### src/rtl/iomem_ctrl.sv
`timescale 1ns/1ps
// iomem_ctrl: bridges the picosoc iomem master port to NUM_SLAVES
// memory-mapped peripherals. One 16 MB page per slave starting at BASE_PAGE.
// Unmapped pages and slaves that never answer are terminated with ERR_DATA,
// so the CPU always sees exactly one iomem_ready per request.
//
// Handshake: the CPU holds iomem_valid until it sees the one-cycle
// iomem_ready pulse; a slave sees s_valid high (one-hot) until the controller
// samples its own s_ready bit high or the wait budget of TIMEOUT cycles runs
// out, after which s_valid drops so a slave never sees a second request.
module iomem_ctrl #(
   parameter int unsigned NUM_SLAVES = 4,
   parameter logic [7:0]  BASE_PAGE  = 8'h03,
   parameter int unsigned TIMEOUT    = 255,
   parameter logic [31:0] ERR_DATA   = 32'hDEAD_BEEF
) (
   input  logic                       clk,
   input  logic                       resetn,
   input  logic                       iomem_valid,
   input  logic [3:0]                 iomem_wstrb,
   input  logic [31:0]                iomem_addr,
   input  logic [31:0]                iomem_wdata,
   output logic                       iomem_ready,
   output logic [31:0]                iomem_rdata,
   output logic [NUM_SLAVES-1:0]      s_valid,
   output logic [31:0]                s_addr,
   output logic [3:0]                 s_wstrb,
   output logic [31:0]                s_wdata,
   input  logic [NUM_SLAVES-1:0]      s_ready,
   input  logic [32*NUM_SLAVES-1:0]   s_rdata,
   input  logic                       err_clear,
   output logic [7:0]                 err_count,
   output logic [31:0]                err_addr,
   output logic [1:0]                 dbg_state_o
);

   typedef enum logic [1:0] {
      ST_IDLE   = 2'd0,
      ST_ACCESS = 2'd1,
      ST_RESP   = 2'd2
   } state_t;

   state_t                  state_q, state_d;
   logic [7:0]              cnt_q, cnt_d;
   logic [NUM_SLAVES-1:0]   s_valid_q, s_valid_d;
   logic [31:0]             s_addr_q, s_addr_d;
   logic [3:0]              s_wstrb_q, s_wstrb_d;
   logic [31:0]             s_wdata_q, s_wdata_d;
   logic                    ready_q, ready_d;
   logic [31:0]             rdata_q, rdata_d;
   logic [7:0]              err_count_q, err_count_d;
   logic [31:0]             err_addr_q, err_addr_d;

   // Decode and selection helpers
   logic [7:0]              idx;
   logic                    hit;
   logic [NUM_SLAVES-1:0]   dec_onehot;
   logic                    sel_ready;
   logic [31:0]             sel_rdata;
   logic                    err_ev;
   logic [31:0]             err_src;

   // Page decode: 8-bit wrapping subtraction so pages below BASE_PAGE land
   // far above NUM_SLAVES and fall out as decode errors.
   always_comb begin
      idx        = iomem_addr[31:24] - BASE_PAGE;
      hit        = (idx < 8'(NUM_SLAVES));
      dec_onehot = '0;
      for (int i = 0; i < NUM_SLAVES; i++) begin
         dec_onehot[i] = (idx == 8'(i));
      end
   end

   // The registered one-hot s_valid doubles as the slave select, so ready
   // and data from any slave that was not addressed are masked away.
   always_comb begin
      sel_ready = |(s_ready & s_valid_q);
      sel_rdata = '0;
      for (int i = 0; i < NUM_SLAVES; i++) begin
         if (s_valid_q[i]) begin
            sel_rdata = sel_rdata | s_rdata[32*i +: 32];
         end
      end
   end

   // Next-state and datapath: IDLE accepts, ACCESS waits for the slave or
   // the timeout, RESP is the single cycle carrying iomem_ready.
   always_comb begin
      state_d   = state_q;
      cnt_d     = cnt_q;
      s_valid_d = s_valid_q;
      s_addr_d  = s_addr_q;
      s_wstrb_d = s_wstrb_q;
      s_wdata_d = s_wdata_q;
      rdata_d   = rdata_q;
      ready_d   = 1'b0;
      err_ev    = 1'b0;
      err_src   = s_addr_q;

      case (state_q)
         ST_IDLE: begin
            if (iomem_valid) begin
               s_addr_d  = iomem_addr;
               s_wstrb_d = iomem_wstrb;
               s_wdata_d = iomem_wdata;
               if (hit) begin
                  s_valid_d = dec_onehot;
                  cnt_d     = '0;
                  state_d   = ST_ACCESS;
               end else begin
                  rdata_d = ERR_DATA;
                  err_ev  = 1'b1;
                  err_src = iomem_addr;
                  ready_d = 1'b1;
                  state_d = ST_RESP;
               end
            end
         end
         ST_ACCESS: begin
            // Ready is checked first so a reply in the last allowed cycle
            // still completes normally.
            if (sel_ready) begin
               rdata_d   = sel_rdata;
               s_valid_d = '0;
               ready_d   = 1'b1;
               state_d   = ST_RESP;
            end else if (cnt_q == 8'(TIMEOUT - 1)) begin
               rdata_d   = ERR_DATA;
               s_valid_d = '0;
               err_ev    = 1'b1;
               ready_d   = 1'b1;
               state_d   = ST_RESP;
            end else begin
               cnt_d = cnt_q + 8'd1;
            end
         end
         ST_RESP: begin
            state_d = ST_IDLE;
         end
         default: begin
            s_valid_d = '0;
            state_d   = ST_IDLE;
         end
      endcase
   end

   // Error record: clear alone zeroes the count, an error wins over a clear
   // by restarting at one, otherwise the count saturates at 255.
   always_comb begin
      err_count_d = err_count_q;
      err_addr_d  = err_addr_q;
      if (err_ev) begin
         err_addr_d = err_src;
         if (err_clear) begin
            err_count_d = 8'd1;
         end else if (err_count_q != 8'hFF) begin
            err_count_d = err_count_q + 8'd1;
         end
      end else if (err_clear) begin
         err_count_d = 8'd0;
      end
   end

   // FSM state register
   always_ff @(posedge clk) begin
      if (!resetn) begin
         state_q <= ST_IDLE;
      end else begin
         state_q <= state_d;
      end
   end

   // Datapath and output registers
   always_ff @(posedge clk) begin
      if (!resetn) begin
         cnt_q       <= '0;
         s_valid_q   <= '0;
         s_addr_q    <= '0;
         s_wstrb_q   <= '0;
         s_wdata_q   <= '0;
         ready_q     <= 1'b0;
         rdata_q     <= '0;
         err_count_q <= '0;
         err_addr_q  <= '0;
      end else begin
         cnt_q       <= cnt_d;
         s_valid_q   <= s_valid_d;
         s_addr_q    <= s_addr_d;
         s_wstrb_q   <= s_wstrb_d;
         s_wdata_q   <= s_wdata_d;
         ready_q     <= ready_d;
         rdata_q     <= rdata_d;
         err_count_q <= err_count_d;
         err_addr_q  <= err_addr_d;
      end
   end

   assign iomem_ready = ready_q;
   assign iomem_rdata = rdata_q;
   assign s_valid     = s_valid_q;
   assign s_addr      = s_addr_q;
   assign s_wstrb     = s_wstrb_q;
   assign s_wdata     = s_wdata_q;
   assign err_count   = err_count_q;
   assign err_addr    = err_addr_q;
   assign dbg_state_o = state_q;

endmodule

### config.mk
export PLATFORM = sky130hd
export DESIGN_NAME = iomem_ctrl
export DESIGN_NICKNAME = d
export VERILOG_FILES = /design/src/rtl/iomem_ctrl.sv
export SDC_FILE = /design/constraint.sdc
export NUM_CORES = 1
export LEC_CHECK = 0
export ABC_AREA = 1
export BUFFER_PORTS_ARGS = -buffer_cell sky130_fd_sc_hd__buf_2
export CORE_ASPECT_RATIO = 0.5
export CORE_UTILIZATION = 50
export DETAILED_ROUTE_END_ITERATION = 16
export PLACE_DENSITY_LB_ADDON = 0.15
export SLEW_MARGIN = 10
export SYNTH_ARGS = -nofsm -noshare
export SYNTH_HDL_FRONTEND = slang
export SYNTH_SLANG_ARGS = --single-unit
export TNS_END_PERCENT = 1
### constraint.sdc
create_clock -name clk -period 3.3 [get_ports clk]
set_input_delay 0.66 -clock clk [delete_from_list [all_inputs] [get_ports clk]]
set_output_delay 0.66 -clock clk [all_outputs]
set_load 0.05 [all_outputs]
==> results of run 1 <==
==> synth_stat cells, drive strengths merged, types with 3 or more instances <==
| cell | n |
|---|---|
| nand4 | 11 |
| clkbuf | 34 |
| a22o | 24 |
| nor3 | 4 |
| nor2 | 148 |
| dfxtp | 155 |
| nand3 | 70 |
| inv | 108 |
| ha | 3 |
| a21oi | 78 |
| nand2 | 229 |
| buf | 31 |
| o21ai | 130 |
==> flip-flops by register name, indices dropped and copies added (netlist names) <==
signal / count
s_valid: 4
s_wdata: 32
iomem_rdata: 32
err_addr: 32
dbg_state_o: 2
iomem_ready: 1
s_wstrb: 4
err_count: 8
cnt_q: 8
s_addr: 32
==> per-layer routing <==
metal	wire (um)	part of all wire [%]	vias to the layer above	global-route usage, %
met5	0	0	-	0
met4	733	3.3	0	15.67
met3	1551	7.0	57	7.991
met2	10610	48	244	52.07
met1	9111	41	3569	33.55
li1	-	-	3966	-
==> worst max-delay path, cell delays in order, from the launching register on <==
cell	delay (ps)
dfxtp_1	330
inv_1	140
ha_1	200
nand3_1	90
nor2_1	190
nand3_1	150
nand2_4	520
nand2_1	260
nand3_1	140
a21oi_1	70
==> worst max path at each step <==
stage / from / endpoint / slack, ps / cells after the start
6_report: cnt_q[0] / err_count[6] / 1090 / 9
2_1_floorplan: err_count[1] / err_count[6] / 1440 / 7
3_3_place_gp: s_ready[2] / err_count[7] / 980 / 9
5_1_grt: cnt_q[0] / err_count[4] / 790 / 9
4_1_cts: cnt_q[0] / err_count[6] / 1080 / 9
3_5_place_dp: s_ready[2] / err_count[6] / 920 / 9
==> layout make-up <==
cell class,instances,area (sq um),share of cell area (%)
antenna,1,2.502,0.02641
clock buffer,18,429.2,4.530
clock inverter,14,155.1,1.638
inverter,108,405.4,4.279
multi-input combinational,707,3294,34.77
sequential,155,3103,32.75
tap,192,240.2,2.536
timing repair buffer,362,1844,19.47
==> power breakdown <==
part / switching (mW) / total (mW) / internal [mW]
Sequential: 0.103 / 2.19 / 2.08
Combinational: 1.40 / 1.87 / 0.468
Clock: 0.904 / 1.92 / 1.01
Total: 2.41 / 5.98 / 3.57
==> metrics by stage <==
stage | util (%) | instances
finish | 68.96 | 1557
global route | 68.96 | 1557
CTS | 68.94 | 1556
detailed placement | 64.69 | 1524
global placement | 64.69 | 1524
floorplan | - | 1035
==> kinds of logic after synthesis <==
| family | after synthesis | share of synthesized area [%] |
|---|---|---|
| simple gates | 464 | 27.00 |
| xor+xnor | 4 | 0.4900 |
| fa+ha+maj | 3 | 0.5250 |
| buf+inv | 173 | 10.53 |
| flops | 155 | 43.39 |
| compound gates | 236 | 18.06 |
==> metrics.txt, run 1 <==
Die Footprint=0.01481 sq mm; die height=86.56 um; gr usage total=29.73%; IO Port Bufs=350; Die X=171.1 um; cell area power density=630.8 mW/mm^2; CTS tree=yes; achievable clock frequency=0.4528 GHz; Yosys top cell area share=43.39%; final hold slack=446.7 ps; antenna violations before repair=2; post-CTS sizing=0; Setup WS post-layout=1092 ps; proportion of layout cells with a drive suffix above 1=29.91%; outcome=finished, final reports clean; most frequent cells in the layout=buf_2 (349), nand2_1 (225), dfxtp_1 (155); fill count=1296; Synthesized Nets=1242; GPL Wtd Cong=0.8825; crit path kind=flop to flop; hold endpoint=s_wdata[17]; DR vias=7836; num ports=351; setup TNS=0 ps; clock latency on the worst-skew pair=430 ps; Seq/Total Area, Yosys=43.39%; flops & latches, synth=155; reg2reg end=err_count[6]; Post-Syn Instances=1035; Yosys warning count=0; period utilization=66.92%; hold path startpoint=iomem_wdata[17]; Max Cap Viol=0; total grt overflow=0; top cells by area, synth=dfxtp_1 (43%), nand2_1 (12%), o21ai_0 (8.6%), nor2_1 (7.6%), a21oi_1 (5.5%); core area=0.01374 sq mm; Max Transition Viols Final=0; # rows=30; Pre-antenna DRT Iters=5; most common cell after layout, fill and taps aside=buf_2; antenna-violating nets left=0; CTS Sinks=155; Rel. slew slack=54.13%; CP arrival=2510 ps; Worst-Margin Slew=688.1 ps; Critical R2R Launch=cnt_q[0]; Worst Hold Class=primary input to flop; post-CTS setup buffer count=0; ys flop type=dfxtp_1; cell accounting for the most synthesized area=dfxtp_1; Leak=4.869 nW; R2R cell count=9; CTS Buffer Depth=2; HPWL after detailed placement=15610 um; RSZ-0062 raised after global routing=false; WL/cell=14.13 um; total power=5.976 mW; hold buffers post-CTS=0; Worst-path clk slew=80 ps; peak supply drop=0.3246 mV; dpl cell area=0.008887 sq mm; TritonCTS Buffers=17; Post-synth EDFFs=0; Vias per Instance=5.033; final hold vios=0; Setup Viol. Count Final=0; vias in the first global route=7371; clk root buf=clkbuf_16; Residual DRC=0; pre-CTS WS=916.6 ps; largest net degree at the start of global routing=74; area grow syn2layout=32.49%; Period minus WS final=2208 ps; r2r setup slk=1090 ps; Net count, final=1558; Crit. End Element=flop; H-tree levels=4; WL final=22000 um; Post-Syn Area per Cell=6.909 sq um; Yosys cell types=32; crit start category=flop; maximum fanout along the worst path=73; initial drt markers=381; Worst Hold Path Cells=3; CP required=3600 ps; Synth async-reset ratio=0%; skew final=15.94 ps; initial core utilization=52.05%; Post-Syn Area=0.007151 sq mm; first-pass GRT wire length=34850 um; Post-Layout Inst Area=0.009474 sq mm
(Power assumes the default switching activity.)
==> inputs of run 2 (changes only) <==
--- a/config.mk
+++ b/config.mk
@@ -8,7 +8,7 @@
 export ABC_AREA = 1
 export BUFFER_PORTS_ARGS = -buffer_cell sky130_fd_sc_hd__buf_2
 export CORE_ASPECT_RATIO = 0.5
-export CORE_UTILIZATION = 50
+export CORE_UTILIZATION = 46
 export DETAILED_ROUTE_END_ITERATION = 16
 export PLACE_DENSITY_LB_ADDON = 0.15
 export SLEW_MARGIN = 10
==> constraint.sdc (replaced) <==
create_clock -name clk -period 2.3 [get_ports clk]
set_input_delay 0.46 -clock clk [delete_from_list [all_inputs] [get_ports clk]]
set_output_delay 0.46 -clock clk [all_outputs]
set_load 0.05 [all_outputs]
==> run 2 against run 1 <==
Against the previous run: hold slack got worse by 190 ps; clock power is 47% higher; largest power group unchanged; highest routed layer is now met5; cell count is 0.90% higher; power increased by 45%; register-to-register slack worse by 750 ps; design area grew 1.0%; critical path type unchanged; combinational power rose by 45%; non-clock buffer count up 5; maximum frequency up 13%; setup slack got worse by 750 ps; critical path depth did not move.
==> metrics.txt, run 2 (synthesis gave the netlist of run 1 again) <==
total power=8.682 mW; dpl cell area=0.008970 sq mm; Vias per Instance=5.004; Worst-Margin Slew=487.3 ps; Period minus WS final=1957 ps; crit path kind=flop to flop; DR vias=7862; achievable clock frequency=0.5110 GHz; IO Port Bufs=350; busiest grt layer=met2; fill count=1421; Rel. slew slack=67.51%; Net count, final=1563; initial drt markers=367; antenna-violating nets left=0; r2r setup slk=340 ps; Setup Viol. Count Final=0; proportion of layout cells with a drive suffix above 1=30.24%; final hold slack=260.7 ps; initial core utilization=48.26%; Setup WS post-layout=343.1 ps; WL final=22680 um; TritonCTS Buffers=17; CP arrival=2310 ps; outcome=finished, final reports clean; Worst-path clk slew=80 ps; total grt overflow=0; clk root buf=clkbuf_16; Max Transition Viols Final=0; fin cells=1571; cell area power density=907.1 mW/mm^2; largest net degree at the start of global routing=60; antenna violations before repair=5; WL/cell=14.44 um; Residual DRC=0; clock latency on the worst-skew pair=420 ps; GR met2 Demand/Resource=48.48%; CTS Sinks=155; final cell utilization of the core=64.59%; maximum fanout along the worst path=37; vias in the first global route=7422; pre-CTS WS=310.1 ps; CP required=2650 ps; Cell Count Post-Placement=1535; peak supply drop=0.5611 mV; most common cell after layout, fill and taps aside=buf_2; met3 GRT Util=8.545%; first-pass GRT wire length=35770 um; Pre-antenna DRT Iters=6; # rows=31; Post-Layout Inst Area=0.009570 sq mm; Die Footprint=0.01608 sq mm; Die X=178.3 um; most frequent cells in the layout=buf_2 (349), nand2_1 (225), dfxtp_1 (155); GR Util met1=31.96%; setup TNS=0 ps; period utilization=85.08%; Max Cap Viol=0; Leak=4.923 nW; RSZ-0062 raised after global routing=false; CTS Buffer Depth=2; post-CTS sizing=0; hold buffers post-CTS=0; die height=90.16 um; post-CTS setup buffer count=0; CTS tree=yes; Crit. End Element=flop; HPWL after detailed placement=16190 um; area grow syn2layout=33.84%; GPL Wtd Cong=0.8493; num ports=351; skew final=12.89 ps; crit start category=flop; gr usage total=27.84%; core area=0.01482 sq mm; Worst Hold Class=primary input to flop; H-tree levels=4; final hold vios=0
==> run 2: cell count changes in the layout (fill, tap and decap cells not counted), sizes merged <==
| cell | before | now |
|---|---|---|
| buf | 362 | 367 |
| bufinv | 0 | 1 |
| clkinvlp | 2 | 0 |
| diode | 1 | 4 |
| inv | 115 | 116 |
==> run 2: cell type report <==
type                            count  area, sq um  area share, %
Multi-Input combinational cell    707         3294          34.42
Sequential cell                   155         3103          32.42
Inverter                          108        405.4          4.236
Timing Repair Buffer              367         1919          20.05
Clock buffer                       18        439.2          4.589
Antenna cell                        4        10.01         0.1046
Tap cell                          198        247.7          2.589
Clock inverter                     14        151.4          1.582
==> run 2: where the power goes <==
part | internal [mW] | switching [mW]
sequential | 2.99 | 0.148
combinational | 0.694 | 2.02
clock | 1.57 | 1.26
total | 5.25 | 3.43
==> run 2: path summary, 6_finish.rpt <==
check	endpoint	depth (start not counted)	startpoint
max reg2reg	err_addr[5]	9	cnt_q[0]
min	s_wdata[5]	3	iomem_wdata[5]
max	err_addr[5]	9	cnt_q[0]
min reg2reg	iomem_rdata[4]	2	iomem_rdata[4]
==> run 2: metal layers <==
layer | wire length, um | share of wire [%] | vias to the layer above
met5 | 13 | 0.057 | -
met4 | 524 | 2.3 | 2
met3 | 1742 | 7.7 | 45
met2 | 11050 | 49 | 264
met1 | 9346 | 41 | 3572
li1 | - | - | 3979
==> run 2: worst max-delay path: stages, from the launching register on <==
cell and delay, ps:
dfxtp_1 320, inv_1 120, ha_1 180, nand3_1 80
nor2_1 190, nand3_1 160, nand2_4 330, buf_4 240
o21ai_0 90, a21oi_1 170
==> inputs of run 3 (changes only) <==
--- a/config.mk
+++ b/config.mk
@@ -8,7 +8,7 @@
 export ABC_AREA = 1
 export BUFFER_PORTS_ARGS = -buffer_cell sky130_fd_sc_hd__buf_2
 export CORE_ASPECT_RATIO = 0.5
-export CORE_UTILIZATION = 46
+export CORE_UTILIZATION = 35
 export DETAILED_ROUTE_END_ITERATION = 16
 export PLACE_DENSITY_LB_ADDON = 0.15
 export SLEW_MARGIN = 10
==> run 3 against run 2 <==
Against the previous run: hold slack improved by 4.4 ps; critical endpoint is now s_valid[0]; critical path depth fell by 7; global-route usage fell by 5.6 points.
==> metrics.txt, run 3 (synthesis gave the netlist of run 1 again) <==
peak supply drop=0.5359 mV; initial drt markers=396; Die X=204.1 um; Cell Count Post-Placement=1602; TritonCTS Buffers=17; Worst-Margin Slew=478.8 ps; proportion of layout cells with a drive suffix above 1=30.14%; Setup WS post-layout=368.9 ps; Pre-antenna DRT Iters=5; largest net degree at the start of global routing=64; outcome=finished, final reports clean; die height=103.1 um; post-CTS sizing=0; WL/cell=14.48 um; Max Transition Viols Final=0; vias in the first global route=7129; net switching power figure=3.390 mW; H-tree levels=4; cell area power density=895.5 mW/mm^2; Slowest cell on crit path=buf_4; initial core utilization=36.24%; achievable clock frequency=0.5178 GHz; Crit. End Element=primary output; crit-path cells=buf_4 -> buf_2; crit-path leading delay family=buffers and inverters; Flop pwr share=36.4%; post-CTS setup buffer count=0; RSZ-0062 raised after global routing=false; most frequent cells in the layout=buf_2 (349), nand2_1 (225), dfxtp_1 (155); GPL Wtd Cong=0.9198; total power=8.630 mW; total grt overflow=0; hold buffers post-CTS=0; worst stage delay on the critical path=370 ps; WL final=23680 um; Die Footprint=0.02104 sq mm; final hold vios=0; IO Port Bufs=350; Leak=4.907 nW; Vias per Instance=4.697; CTS Buffer Depth=2; antenna violations before repair=3; Net Sw Frac=39.28%; Worst-path clk slew=70 ps; period utilization=83.96%; num ports=351; power share of the clock group=31.9%; Net count, final=1562; clock latency on the worst-skew pair=410 ps; hold path startpoint=iomem_wdata[1]; pre-CTS WS=344.4 ps; Period minus WS final=1931 ps; Worst Path Buf+Inv=2; maximum fanout along the worst path=34; fin cells=1635; Critical R2R Launch=dbg_state_o[0]; CTS tree=yes; Rel. slew slack=68.08%; Setup Viol. Count Final=0; setup TNS=0 ps; area grow syn2layout=34.77%; CP arrival=1470 ps; antenna-violating nets left=0; Worst Hold Path Cells=3; Residual DRC=0; hold endpoint=s_wdata[1]; crit path kind=flop to primary output; Worst Hold Class=primary input to flop; # rows=36; CTS Sinks=155; gr usage total=22.23%; R2R cell count=7; most common cell after layout, fill and taps aside=buf_2; combinational fraction of design power=31.7%; reg2reg end=iomem_rdata[8]; crit start category=flop; r2r setup slk=400 ps; internal power component=5.240 mW; skew final=11.15 ps; core area=0.01973 sq mm; CP required=1840 ps; first-pass GRT wire length=36600 um; fill count=2044; DR vias=7680; clk root buf=clkbuf_16; Max Cap Viol=0; HPWL after detailed placement=17180 um
run 3: worst min-delay path, stage by stage:
cell and delay, ps:
buf_2 80, nor2_1 30, nor2_1 80
run 3: worst max-delay path by stage:
stage	from	to	slack (ps)	depth (start not counted)
2_1_floorplan	err_count[1]	err_count[6]	440	7
3_3_place_gp	iomem_addr[30]	iomem_rdata[7]	400	11
3_5_place_dp	iomem_addr[24]	iomem_rdata[8]	340	10
4_1_cts	s_valid[0]	s_valid[0]	320	2
5_1_grt	dbg_state_o[0]	iomem_rdata[3]	230	8
6_report	s_valid[0]	s_valid[0]	370	2
run 3: cell type report:
| cell class | count | area (sq um) | area share (%) |
|---|---|---|---|
| diodes | 2 | 5.005 | 0.05193 |
| clock buffers | 18 | 439.2 | 4.557 |
| clock inverters | 13 | 132.6 | 1.376 |
| inverters | 108 | 405.4 | 4.207 |
| multi-input cells | 707 | 3294 | 34.19 |
| flip-flops and latches | 155 | 3103 | 32.20 |
| well taps | 266 | 332.8 | 3.454 |
| repair buffers | 366 | 1924 | 19.97 |
run 3: power by group through the flow:
stage / Clock [mW] / Sequential, mW / Combinational [mW]
finish: 2.75 / 3.14 / 2.74
global route: 2.98 / 3.17 / 2.96
CTS: 2.84 / 3.14 / 2.77
detailed placement: 0 / 3.19 / 2.76
global placement: 0 / 3.19 / 2.74
floorplan: 0 / 4.24 / 0.968
run 3: stage by stage:
stage / hold slack [ps] / util, % / area, sq um
4_1_cts: 247.2 / 48.82 / 9632
2_1_floorplan: 458.4 / - / 7151
5_1_grt: 250.2 / 48.83 / 9634
6_report: 265.1 / 48.85 / 9637
3_5_place_dp: 454.2 / 45.92 / 9060
3_3_place_gp: 445.2 / 45.92 / 9060
run 3: layer usage:
layer	global-route usage (%)	share of wire, %	up-vias
li1	-	-	3977
met3	5.373	6.0	15
met2	39.24	48	216
met1	27.60	45	3472
met4	5.109	0.94	0
met5	0	0	-
